[src/rtl/pipe_stage_reg_pkg.sv]
// Shared types and constants for the pipeline stage registers.
// Control bit positions and per-stage bundle widths used by the core's instantiators.
package pipe_pkg;

   typedef enum logic [1:0] {
      EMPTY = 2'd0,
      ONE   = 2'd1,
      FULL  = 2'd2
   } stage_state_t;

   localparam int CTRL_MEMREAD  = 0;
   localparam int CTRL_MEMWRITE = 1;
   localparam int CTRL_ALUORMEM = 2;
   localparam int CTRL_BEQ      = 3;
   localparam int CTRL_BNE      = 4;
   localparam int CTRL_REGWRITE = 5;
   localparam int CTRL_JUMP     = 6;
   localparam int CTRL_ALUSRC   = 7;

   localparam int IFID_DATA_W  = 64;   // pc + instruction
   localparam int IFID_CTRL_W  = 1;
   localparam int IDEX_DATA_W  = 112;  // pc + rs1 + rs2 + imm (16b)
   localparam int IDEX_CTRL_W  = 8;
   localparam int EXMEM_DATA_W = 69;   // alu + store data + rd
   localparam int EXMEM_CTRL_W = 4;
   localparam int MEMWB_DATA_W = 69;   // load data + alu + rd
   localparam int MEMWB_CTRL_W = 2;

endpackage

[src/rtl/pipe_stage_reg_if.sv]
// Stage-to-stage handshake bundle: upstream valid/ready, downstream valid/ready, flush, stall count.
// master = side driving entries in and taking them out; slave = the stage register itself.
interface pipe_stage_reg_if #(
   parameter int DATA_W = 32,
   parameter int CTRL_W = 8
);
   logic              in_valid;
   logic              in_ready;
   logic [DATA_W-1:0] in_data;
   logic [CTRL_W-1:0] in_ctrl;
   logic              flush;
   logic              out_valid;
   logic              out_ready;
   logic [DATA_W-1:0] out_data;
   logic [CTRL_W-1:0] out_ctrl;
   logic [31:0]       out_stall_cnt;

   modport master (
      output in_valid, in_data, in_ctrl, flush, out_ready,
      input  in_ready, out_valid, out_data, out_ctrl, out_stall_cnt
   );

   modport slave (
      input  in_valid, in_data, in_ctrl, flush, out_ready,
      output in_ready, out_valid, out_data, out_ctrl, out_stall_cnt
   );
endinterface

[src/rtl/pipe_stage_reg_slot.sv]
// One data+ctrl+valid holding register, updated on the falling edge.
// Latency: one edge from load to outputs.
// Backpressure: none; clear beats load, clear keeps data but zeroes ctrl/valid.
module pipe_slot #(
   parameter int DATA_W = 32,
   parameter int CTRL_W = 8
) (
   input  logic              clk,
   input  logic              reset,
   input  logic              load,
   input  logic              clear,
   input  logic [DATA_W-1:0] dataIn,
   input  logic [CTRL_W-1:0] ctrlIn,
   output logic              valid,
   output logic [DATA_W-1:0] data,
   output logic [CTRL_W-1:0] ctrl
);
   always_ff @(negedge clk) begin
      if (!reset) begin
         valid <= 1'b0;
         data  <= '0;
         ctrl  <= '0;
      end else if (clear) begin
         valid <= 1'b0;
         ctrl  <= '0;
      end else if (load) begin
         valid <= 1'b1;
         data  <= dataIn;
         ctrl  <= ctrlIn;
      end
   end
endmodule

[src/rtl/pipe_stage_reg.sv]
// Generic pipeline stage register with flush; optional stall counter under PIPE_STAGE_STALL_CNT_EN.
// Latency: one falling edge from accept to out_*.
// Backpressure: SKID=1 registered in_ready via 2-entry skid; SKID=0 in_ready = ~out_valid | out_ready.
module pipe_stage_reg
   import pipe_pkg::*;
#(
   parameter int DATA_W = 32,
   parameter int CTRL_W = 8,
   parameter int SKID   = 1
) (
   input  logic             clk,
   input  logic             reset,
   pipe_stage_reg_if.slave  bus
);
   logic              accept;
   logic              pop;
   logic              mainLoad;
   logic              mainClear;
   logic              mainValid;
   logic [DATA_W-1:0] mainDataIn;
   logic [CTRL_W-1:0] mainCtrlIn;
   logic [DATA_W-1:0] mainData;
   logic [CTRL_W-1:0] mainCtrl;

   assign accept = bus.in_valid & bus.in_ready;
   assign pop    = mainValid & bus.out_ready;

   pipe_slot #(.DATA_W(DATA_W), .CTRL_W(CTRL_W)) mainSlot (
      .clk    (clk),
      .reset  (reset),
      .load   (mainLoad),
      .clear  (mainClear),
      .dataIn (mainDataIn),
      .ctrlIn (mainCtrlIn),
      .valid  (mainValid),
      .data   (mainData),
      .ctrl   (mainCtrl)
   );

   generate
      if (SKID != 0) begin : gSkid
         stage_state_t      state;
         stage_state_t      stateNext;
         logic              inReadyQ;
         logic              useSkid;
         logic              skidLoad;
         logic              skidClear;
         logic              skidValid;
         logic [DATA_W-1:0] skidData;
         logic [CTRL_W-1:0] skidCtrl;

         pipe_slot #(.DATA_W(DATA_W), .CTRL_W(CTRL_W)) skidSlot (
            .clk    (clk),
            .reset  (reset),
            .load   (skidLoad),
            .clear  (skidClear),
            .dataIn (bus.in_data),
            .ctrlIn (bus.in_ctrl),
            .valid  (skidValid),
            .data   (skidData),
            .ctrl   (skidCtrl)
         );

         always_comb begin
            stateNext = state;
            mainLoad  = 1'b0;
            mainClear = bus.flush;
            skidLoad  = 1'b0;
            skidClear = bus.flush;
            useSkid   = 1'b0;
            if (bus.flush) begin
               stateNext = EMPTY;
            end else begin
               case (state)
                  EMPTY: begin
                     if (accept) begin
                        mainLoad  = 1'b1;
                        stateNext = ONE;
                     end
                  end
                  ONE: begin
                     if (accept && pop) begin
                        mainLoad = 1'b1;
                     end else if (accept) begin
                        skidLoad  = 1'b1;
                        stateNext = FULL;
                     end else if (pop) begin
                        mainClear = 1'b1;
                        stateNext = EMPTY;
                     end
                  end
                  FULL: begin
                     // The skid entry is older than nothing else held, so it moves up to main.
                     if (pop && skidValid) begin
                        mainLoad  = 1'b1;
                        useSkid   = 1'b1;
                        skidClear = 1'b1;
                        stateNext = ONE;
                     end
                  end
                  default: stateNext = EMPTY;
               endcase
            end
         end

         always_ff @(negedge clk) begin
            if (!reset) begin
               state    <= EMPTY;
               inReadyQ <= 1'b1;
            end else begin
               state    <= stateNext;
               inReadyQ <= (stateNext != FULL);
            end
         end

         assign mainDataIn   = useSkid ? skidData : bus.in_data;
         assign mainCtrlIn   = useSkid ? skidCtrl : bus.in_ctrl;
         assign bus.in_ready = inReadyQ;
      end else begin : gSingle
         assign bus.in_ready = ~mainValid | bus.out_ready;
         assign mainLoad     = accept;
         assign mainClear    = bus.flush | (pop & ~accept);
         assign mainDataIn   = bus.in_data;
         assign mainCtrlIn   = bus.in_ctrl;
      end
   endgenerate

   assign bus.out_valid = mainValid;
   assign bus.out_data  = mainData;
   assign bus.out_ctrl  = mainValid ? mainCtrl : '0;

`ifdef PIPE_STAGE_STALL_CNT_EN
   logic [31:0] stallCnt;

   // Flush does not clear the counter; only reset does.
   always_ff @(negedge clk) begin
      if (!reset) begin
         stallCnt <= '0;
      end else if (mainValid && !bus.out_ready && (stallCnt != 32'hFFFF_FFFF)) begin
         stallCnt <= stallCnt + 32'd1;
      end
   end

   assign bus.out_stall_cnt = stallCnt;
`else
   assign bus.out_stall_cnt = 32'd0;
`endif

endmodule

[src/flat_wrapper.sv]
// flat-port wrapper written by rule: the top's interface ports become plain ports
module pipe_stage_reg_flat import pipe_pkg::*;
#(
   parameter int DATA_W = 32,
   parameter int CTRL_W = 8,
   parameter int SKID   = 1
)
  (clk, reset, bus_in_valid, bus_in_data, bus_in_ctrl, bus_flush, bus_out_ready, bus_in_ready, bus_out_valid, bus_out_data, bus_out_ctrl, bus_out_stall_cnt);
  pipe_stage_reg_if #(.DATA_W(DATA_W), .CTRL_W(CTRL_W)) bus_i ();
  input  logic clk;
  input  logic reset;
  input wire logic [$bits(bus_i.in_valid)-1:0] bus_in_valid;
  input wire logic [$bits(bus_i.in_data)-1:0] bus_in_data;
  input wire logic [$bits(bus_i.in_ctrl)-1:0] bus_in_ctrl;
  input wire logic [$bits(bus_i.flush)-1:0] bus_flush;
  input wire logic [$bits(bus_i.out_ready)-1:0] bus_out_ready;
  output wire logic [$bits(bus_i.in_ready)-1:0] bus_in_ready;
  output wire logic [$bits(bus_i.out_valid)-1:0] bus_out_valid;
  output wire logic [$bits(bus_i.out_data)-1:0] bus_out_data;
  output wire logic [$bits(bus_i.out_ctrl)-1:0] bus_out_ctrl;
  output wire logic [$bits(bus_i.out_stall_cnt)-1:0] bus_out_stall_cnt;
  assign bus_i.in_valid = bus_in_valid;
  assign bus_i.in_data = bus_in_data;
  assign bus_i.in_ctrl = bus_in_ctrl;
  assign bus_i.flush = bus_flush;
  assign bus_i.out_ready = bus_out_ready;
  assign bus_in_ready = bus_i.in_ready;
  assign bus_out_valid = bus_i.out_valid;
  assign bus_out_data = bus_i.out_data;
  assign bus_out_ctrl = bus_i.out_ctrl;
  assign bus_out_stall_cnt = bus_i.out_stall_cnt;
  pipe_stage_reg #(.DATA_W(DATA_W), .CTRL_W(CTRL_W), .SKID(SKID)) u_core (.clk(clk), .reset(reset), .bus(bus_i));
endmodule
[config.mk]
export PLATFORM = sky130hd
export DESIGN_NAME = pipe_stage_reg_flat
export DESIGN_NICKNAME = d
export VERILOG_FILES = /design/src/rtl/pipe_stage_reg_pkg.sv /design/src/rtl/pipe_stage_reg_if.sv /design/src/rtl/pipe_stage_reg_slot.sv /design/src/rtl/pipe_stage_reg.sv /design/src/flat_wrapper.sv
export SDC_FILE = /design/constraint.sdc
export NUM_CORES = 1
export LEC_CHECK = 0
export BUFFER_PORTS_ARGS = -buffer_cell sky130_fd_sc_hd__buf_2
export CAP_MARGIN = 20
export CELL_PAD_IN_SITES_DETAIL_PLACEMENT = 2
export CELL_PAD_IN_SITES_GLOBAL_PLACEMENT = 2
export CORE_MARGIN = 2
export CORE_UTILIZATION = 26
export DETAILED_ROUTE_END_ITERATION = 7
export GPL_TIMING_DRIVEN = 0
export PLACE_DENSITY_LB_ADDON = 0.1
export REMOVE_ABC_BUFFERS = 1
export SYNTH_ARGS = -nofsm -noshare
export SYNTH_HDL_FRONTEND = slang
export SYNTH_SLANG_ARGS = --single-unit
[constraint.sdc]
create_clock -name clk -period 1.55 [get_ports clk]
set_input_delay 0.2325 -clock clk [delete_from_list [all_inputs] [get_ports clk]]
set_output_delay 0.2325 -clock clk [all_outputs]
set_load 0.03 [all_outputs]
# Yosys cells after proc, flatten, opt, wreduce, memory -nomap -nowiden
# Index checks and enable logic that the tools add are counted.
# totals
input_bits	45
regBits	85
output_inout_bits	74
# op_classes
n_bitwise	5
muxes	26
reduce_logical	7
n_eq_ne	3
# ops
operator	count
32-bit two-way mux	1
8-bit two-way mux	2
1-bit two-way mux	15
2-bit two-way mux	6
2-bit case mux with 3 select lines	1
2-bit AND reduction	2
2-bit OR reduction	2
1-bit inverter	3
1-bit case mux with 3 select lines	1
1-bit bitwise AND	2
2-bit by 1-bit equality test with 1-bit output, second input constant	1
2-bit equality test, second input constant	1
1-bit logical AND	2
2-bit logical NOT	1
2-bit inequality test, second input constant	1

# Longest topological paths before layout
# Gate-level depths: netlist of the first run.
# depth
word_depth	8
ltp_mapped	7
ltp_nobuf	4

# By module
# A second synthesis of the first run with hierarchy kept.
# hier_totals
hier_cells	455
hier_area_um2	4372.9
# modules_own_cells
mod	cells_each	seq_area_each_um2	area_each_um2	instances
pipe_slot	171	820.8	1669.1	2
pipe_stage_reg	113	60.1	1034.7	1

==> metrics.md, run 1 <==
| Metric | Value |
|---|---|
| Die height | 125 um |
| Skew final | 0.0253 ns |
| Post-DRT Antenna Nets | 0 |
| GRT overflow | 0 |
| Leak | around 2.9 nW |
| Total GRT Usage | 0.217 |
| Post-route insts no fill | between 800 and 900 |
| Cells along the critical path | buf_8, nand4_1, nor3_4, buf_8, or2_4, buf_12, buf_12, a21oi_2 |
| Final Wtd Congestion | 0.689 |
| First-pass GRT wire length | about 26000 um |
| Synthesized cell area | 0.00378 mm2 |
| Pwr dens | 1040 mW/mm2 |
| CP Depth | 8 |
| Clock Latency Late Sink | between 0.4 and 0.5 ns |
| Initial drt markers | a little over 200 |
| Largest cells by area after synthesis | dfxtp_1 45%, nand2_1 8.3%, a22oi_1 8.0% |
| Post-synthesis sequential area ratio | 0.451 |
| Slowest CP cell | nor3_4 |
| Vias in the first global route | between 4000 and 5000 |
| YS warnings | 0 |
| Worst EP required | 1.06 ns |
| Syn_area_per_cell | 8.62 um2 |
| Post-Route Setup TNS | -53.58 ns |
| Hold-fix buffers, CTS | 0 |
| Number of antenna violations at the first check in global routing | 0 |
| Yosys cell types | 28 |
| R2R depth | 9 |
| Crit path capture type | register |
| Crit path launch type | primary input |
| Die area | 0.0155 mm2 |
| Count of pins over their slew limit | 0 |
| Total I/O pin count | 119 |
| Unrepaired setup endpoints after global routing | true |
| H-tree Lvls | 3 |
| Critical path's top delay family | simple AND/OR/NAND/NOR gates |
| IO Port Bufs | 86 |
| Vias | 4223 |
| Layout cell share with drive strength beyond 1 | 0.487 |
| Pin count of the biggest net entering global routing | 26 |
| Critical path buffers and inverters | 4 |
| Max-cap violations | 0 |
| Sequential fraction of design power | 0.349 |
| #FFs+latches synth | 85 |
| Yosys top cell area share | 0.451 |
| Nets | 687 |
| Pre-antenna DRT Iters | 4 |
| DR vias/cell | 5.08 |
| Total clock sinks | 85 |
| CTS tree | built |
| HPWL Detailed | 8400 um |
| Root Driver | clkbuf_16 |
| Clock transition at path regs | 0.04 ns |
| Worst-path fanout max | 11 |
| Post-Syn Instances | 438 |
| Final setup margin | -0.548 ns |
| WS Path Type | in -> reg |
| NetSw | roughly 2.3 mW |
| Worst stage delay on the critical path | about 0.29 ns |
| Fin Hold WS | 0.461 ns |
| Clock tree buffer depth | 2 |
| Outcome | finished, violations left |
| Total CTS buffers | 9 |
| DRT Wirelength | 18000 um |
| Combinational power share | 0.162 |
| Final setup fails | roughly 130 |
| Row count | between 40 and 50 |
| Hold Crit Class | reg -> reg |
| Wire per inst | 21.7 um |
| Layout area overhead | 72.1% |
| DRC viols | 0 |
| Placeable Area | 0.0144 mm2 |
| VDD IR max | slightly below 0.0006 V |
| WP data arrival | around 1.6 ns |
| Placed Instances | 679 |
| Clock share of power | 0.489 |
| Final Hold Violating Endpoints | 0 |
| Starting Density | 0.263 |
| Area leader, netlist | dfxtp_1 |
| Die width | between 100 and 150 um |
| Failing checks | setup timing |
| Sw Ratio | 0.342 |
| Hold path cells | 2 |
| Internal power | 4.47 mW |
| Antenna cells | 0 |
cell usage after synthesis (all sizes together):
cell type,instances
and3,1
nand2,83
clkbuf,18
or2,1
o32ai,1
inv,2
and2,10
nor4,1
nor2,4
conb,1
a211oi,9
or4,1
o21ai,1
nor3,9
a22oi,40
nand2b,3
o31ai,32
buf,54
nor2b,2
nand4,2
o21a,1
a21boi,32
nand3b,3
dfxtp,85
a21oi,42
area by class of cell:
| cell class | instances | area [um2] |
|---|---|---|
| Sequential cell | 85 | 1750 |
| Multi-Input combinational cell | 320 | 2310 |
| Clock inverter | 92 | 405 |
| Tap cell | 184 | 230 |
| Clock buffer | 9 | 225 |
| Fill cell | 1540 | 7870 |
| Timing Repair Buffer | 140 | 1570 |
| Inverter | 1 | 3.75 |
logic make-up (layout without fill, tap and decap cells):
| kind of cell | after synthesis | after routing | share of synthesized area |
|---|---|---|---|
| other | 1 | 32 | 0.000993 |
| AND/OR/NAND/NOR | 120 | 129 | 0.141 |
| AO/OA/AOI/OAI | 158 | 159 | 0.287 |
| buffers and inverters | 74 | 242 | 0.120 |
| flip-flops | 85 | 85 | 0.451 |
state kept, by name, indices dropped and copies added (netlist names):
signal and flops:
u_core.gSkid.skidSlot.data 32, u_core.mainSlot.data 32, u_core.gSkid.skidSlot.ctrl 8, u_core.mainSlot.ctrl 8
u_core.gSkid.state 2, u_core.bus.in_ready 1, u_core.gSkid.skidSlot.valid 1, u_core.mainSlot.valid 1
path summary, 6_finish.rpt:
kind | from | to | slack, ns
setup / recovery | bus_out_ready | u_core.mainSlot.data[4] | -0.55
hold reg to reg | u_core.gSkid.skidSlot.data[0] | u_core.gSkid.skidSlot.data[0] | 0.46
setup reg to reg | u_core.mainSlot.valid | u_core.mainSlot.data[4] | -0.50
hold / removal | u_core.gSkid.skidSlot.data[0] | u_core.gSkid.skidSlot.data[0] | 0.46
what timing repair did:
item	CTS	global route
cloned	15	3
resized for setup	203	101
pin swaps	29	70
hold endpoints to repair	0	0
setup endpoints to repair	127	127
setup buffers	28	8
routing by layer:
layer / up-vias / track usage / part of all wire
li1: 1927 / - / -
met1: 2108 / 0.250 / 0.41
met2: 151 / 0.368 / 0.51
met3: 37 / 0.0662 / 0.048
met4: 0 / 0.101 / 0.030
met5: - / 0 / 0
worst min-delay path, stage by stage, from the launching register on:
cell and delay, ns:
dfxtp_1 0.31, nand2_2 0.06, a21boi_2 0.04
layout by cell type, fill, tap and decap left out, types with 4 or more instances in the layout:
cell type	Yosys	final
inv_1	2	86
buf_8	0	7
nand2_2	0	37
dfxtp_2	0	31
buf_4	33	13
a21boi_2	0	12
buf_12	0	12
dfxtp_1	85	51
a211oi_2	1	4
buf_16	0	7
o31ai_1	32	31
nor3_1	9	5
buf_2	17	40
and2_1	10	6
or4_4	0	8
a21oi_2	0	31
a21oi_1	42	11
a22oi_1	40	40
buf_6	4	58
a211oi_1	8	4
nand2_1	83	38
conb_1	1	32
nand2_4	0	8
clkbuf_16	0	11
and2_4	0	4
a21boi_1	32	20
through the flow:
stage	total power [mW]	worst slack, ns	util	area, um2
6_report	6.79	-0.548	0.452	6500
5_1_grt	7.32	-0.601	0.452	6500
4_1_cts	6.81	-0.568	0.424	6090
3_5_place_dp	3.41	-1.85	0.302	4340
3_3_place_gp	3.36	-6.14	0.286	4110
2_1_floorplan	3.12	-2.94	-	3450
power by group through the flow:
stage	sequential, mW	combinational (mW)	clock, mW
6_report	2.37	1.10	3.32
5_1_grt	2.37	1.16	3.78
4_1_cts	2.37	1.02	3.42
3_5_place_dp	2.37	0.699	0.336
3_3_place_gp	2.37	0.655	0.336
2_1_floorplan	2.49	0.297	0.336
No activity file was read; power rests on OpenSTA's default activity.
==> run 2: changes to the inputs <==
- CORE_UTILIZATION: 26 -> 29
- SYNTH_HIERARCHICAL: not set -> 1
==> metrics.md, run 2 <==
| Metric | Value |
|---|---|
| Hold Path Origin | u_core/gSkid.skidSlot/data[5] |
| Root Driver | clkbuf_16 |
| Hold Crit Endpoint | u_core/gSkid.skidSlot/data[5] |
| Number of antenna violations at the first check in global routing | 0 (unchanged) |
| Unrepaired setup endpoints after global routing | true |
| Post-synth top cells | 130 x nand2_1, 85 x dfxtp_1, 80 x mux2i_1, 37 x mux2_2, 32 x buf_4 |
| #FFs+latches synth | 85 (unchanged) |
| Commonest non-fill, non-tap cell in the layout | nand2_1 |
| GR peak layer | met2 |
| Die area | 0.0161 mm2 (+3.7%) |
| First-pass GRT wire length | 22400 um (-13%) |
| Dominant synthesized flop cell | dfxtp_1 |
| Number of fill cells | 1590 (+3.2%) |
| Initial drt markers | 120 (-41%) |
| Skew final | 0.0322 ns (+0.00692 ns) |
| Hold-fix buffers, CTS | 0 (unchanged) |
| WP data arrival | 1.90 ns (+0.29 ns) |
| Post-DRT Antenna Nets | 0 (unchanged) |
| Nets | 712 (+3.6%) |
| Post-Syn Instances | 455 (+3.9%) |
| RR Startpoint | u_core/mainSlot/valid |
| Combinational power share | 0.132 (-0.030) |
| Total clock sinks | 85 (unchanged) |
| Total I/O pin count | 119 (unchanged) |
| CTS tree | built |
| DR vias/cell | 4.51 (-11%) |
| Most frequent cells in the layout | 129 x nand2_1, 86 x inv_1, 74 x mux2i_1, 53 x buf_6, 49 x dfxtp_1 |
| Vias | 3852 (-8.8%) |
| Pwr dens | 925 mW/mm2 (-11%) |
| Top Registers | u_core/gSkid.skidSlot/data: 32 flops, u_core/mainSlot/data: 32 flops |
| Worst EP required | 1.32 ns (+0.26 ns) |
| Clock share of power | 0.486 (-0.003) |
| Clock tree buffer depth | 2 (unchanged) |
| Internal power | 3.96 mW (-11%) |
| Count of pins over their slew limit | 0 (unchanged) |
| Post-route insts no fill | 854 (+2.8%) |
| Sequential fraction of design power | 0.381 (+0.032) |
| GRT overflow | 0 (unchanged) |
| HPWL Detailed | 7570 um (-9.8%) |
| Total CTS buffers | 9 (unchanged) |
| Final core occ | 0.443 (-0.00902) |
| Top-count cell post-synth | nand2_1 |
| Vias in the first global route | 4461 (-5.4%) |
| Yosys top cell area share | 0.389 (-0.0615) |
| Largest cells by area after synthesis | dfxtp_1 39%, mux2i_1 18%, nand2_1 11% |
| Placed Area | 0.00471 mm2 (+8.6%) |
| VDD IR max | 0.000530 V (-11%) |
| Crit path capture type | output port |
| Crit path launch type | register |
| Post-synthesis sequential area ratio | 0.389 (-0.0615) |
| Sw Ratio | 0.341 (-0.000902) |
| Pin count of the biggest net entering global routing | 55 (+110%) |
| WS Path Type | reg -> out |
| Layout cell share with drive strength beyond 1 | 0.385 (-0.102) |
| Hold path cells | 2 (unchanged) |
| Area leader, netlist | dfxtp_1 |
| FFs w/ async S/R, synth | 0 (unchanged) |
| Cell area after layout | 0.00649 mm2 (-0.12%) |
| R2R Setup Slk | -0.37 ns (+0.13 ns) |
| Hold Crit Class | reg -> reg |
| Crit Reg-Reg Endpoint | u_core/mainSlot/data[20] |
| Final setup margin | -0.579 ns (-0.0312 ns) |
| Clock transition at path regs | 0.04 ns (about the same) |
| NetSw | 2.05 mW (-12%) |
| Max-cap violations | 0 (unchanged) |
| Worst-path fanout max | 10 (-1) |
| Layout area overhead | 48.5% |
| Met1 usage | 0.194 (-0.0560) |
| Outcome | finished, violations left |
| Final Wtd Congestion | 0.708 (+2.7%) |
| Met2 GRT Util | 0.311 (-0.0574) |
| YS warnings | 6 (+6) |
| Dpl ws | -1.78 ns (+0.0704 ns) |
| Die width | 127 um (+1.8%) |
| R2R depth | 8 (-1) |
| Final Hold Violating Endpoints | 0 (unchanged) |
| Final setup fails | 124 (-2.4%) |
| Post-Route Setup TNS | -46.77 ns (+6.81 ns) |
| Failing checks | setup timing |
| Clock Latency Late Sink | 0.42 ns (about the same) |
| IO Port Bufs | 86 (unchanged) |
| DRT Wirelength | 14400 um (-20%) |
| Total GRT Usage | 0.179 (-0.0376) |
| H-tree Lvls | 3 (unchanged) |
| DRC viols | 0 (unchanged) |
| Antenna cells | 0 (unchanged) |
| EDFF count, synth | 0 (unchanged) |
| Starting Density | 0.299 (+0.0358) |
| GRT met3 Usage | 0.0658 (-0.000356) |
| Die height | 127 um (+1.8%) |
| Placed Instances | 699 (+2.9%) |
| Synthesized cell area | 0.00437 mm2 (+16%) |
| Leak | 2.98 nW (+1.2%) |
| Syn_area_per_cell | 9.61 um2 (+11%) |
| Wire per inst | 16.9 um (-22%) |
| Placeable Area | 0.0146 mm2 (+1.9%) |
| Pre-antenna DRT Iters | 4 (unchanged) |
| Yosys cell types | 33 (+18%) |
| Row count | 44 (unchanged) |
==> run 2: changes by cell type after synthesis, moves of 32 or more <==
cell and delta:
a21oi_1 -41, a22oi_1 -40, mux2i_1 +80, nand2_1 +47, a21boi_1 -32, mux2_2 +37
==> run 2: kinds of logic (layout without fill, tap and decap cells) <==
group / after synthesis / count (layout) / share of synthesized area
muxes: 120 / 120 / 0.286
AOI/OAI and AO/OA: 8 / 8 / 0.0134
other: 1 / 32 / 0.000858
and+or+nand+nor: 175 / 175 / 0.175
DFF: 85 / 85 / 0.389
buffers and inverters: 66 / 250 / 0.136
==> run 2: through the flow <==
step	power, mW	hold WS (ns)
global route	6.58	0.487
detailed placement	3.24	0.453
global placement	3.21	0.448
floorplan	3.01	0.438
finish	6.01	0.462
CTS	6.11	0.468
==> run 2: critical path, stage by stage (launching register included) <==
cell and delay [ns]:
dfxtp_4 0.41, and2_1 0.17, buf_6 0.14
==> run 2: cell type report <==
class / instances / area, um2 / area share
Clock inverter: 90 / 344 / 0.0530
Sequential cell: 85 / 1750 / 0.269
Clock buffer: 9 / 225 / 0.0347
Timing Repair Buffer: 151 / 1660 / 0.255
Tap cell: 184 / 230 / 0.0355
Multi-Input combinational cell: 335 / 2290 / 0.352
==> run 2: routing by layer <==
| metal | share of wire | wire, um | vias to the layer above |
|---|---|---|---|
| met3 | 0.052 | 748 | 12 |
| met5 | 0 | 0 | - |
| li1 | - | - | 1857 |
| met2 | 0.51 | 7360 | 122 |
| met1 | 0.42 | 6080 | 1861 |
| met4 | 0.016 | 227 | 0 |
==> run 2: repair_timing <==
item | CTS | global route
resized for setup | 160 | 22
pin swaps | 6 | 8
gates cloned | 10 | 1
setup buffers | 39 | 14
setup endpoints to repair | 127 | 124
==> run 2: worst max path at each step <==
stage	cells past startpoint	slack, ns	from	endpoint
floorplan	4	-1.89	bus_in_valid	u_core/mainSlot/data[0]
global placement	5	-2.98	bus_in_valid	u_core/mainSlot/data[10]
detailed placement	6	-1.78	bus_out_ready	u_core/gSkid.skidSlot/data[31]
CTS	2	-0.58	u_core/mainSlot/valid	bus_out_ctrl[6]
global route	2	-0.65	u_core/mainSlot/valid	bus_out_ctrl[0]
finish	2	-0.58	u_core/mainSlot/valid	bus_out_ctrl[6]
==> run 2: power groups by stage <==
stage                     Clock (mW)  Sequential, mW  Combinational (mW)
after floorplan                0.347            2.36               0.302
after global placement         0.347            2.31               0.557
after CTS                       3.04            2.29               0.778
after global routing            3.44            2.29               0.853
after detailed placement       0.347            2.31               0.583
final                           2.92            2.29               0.794
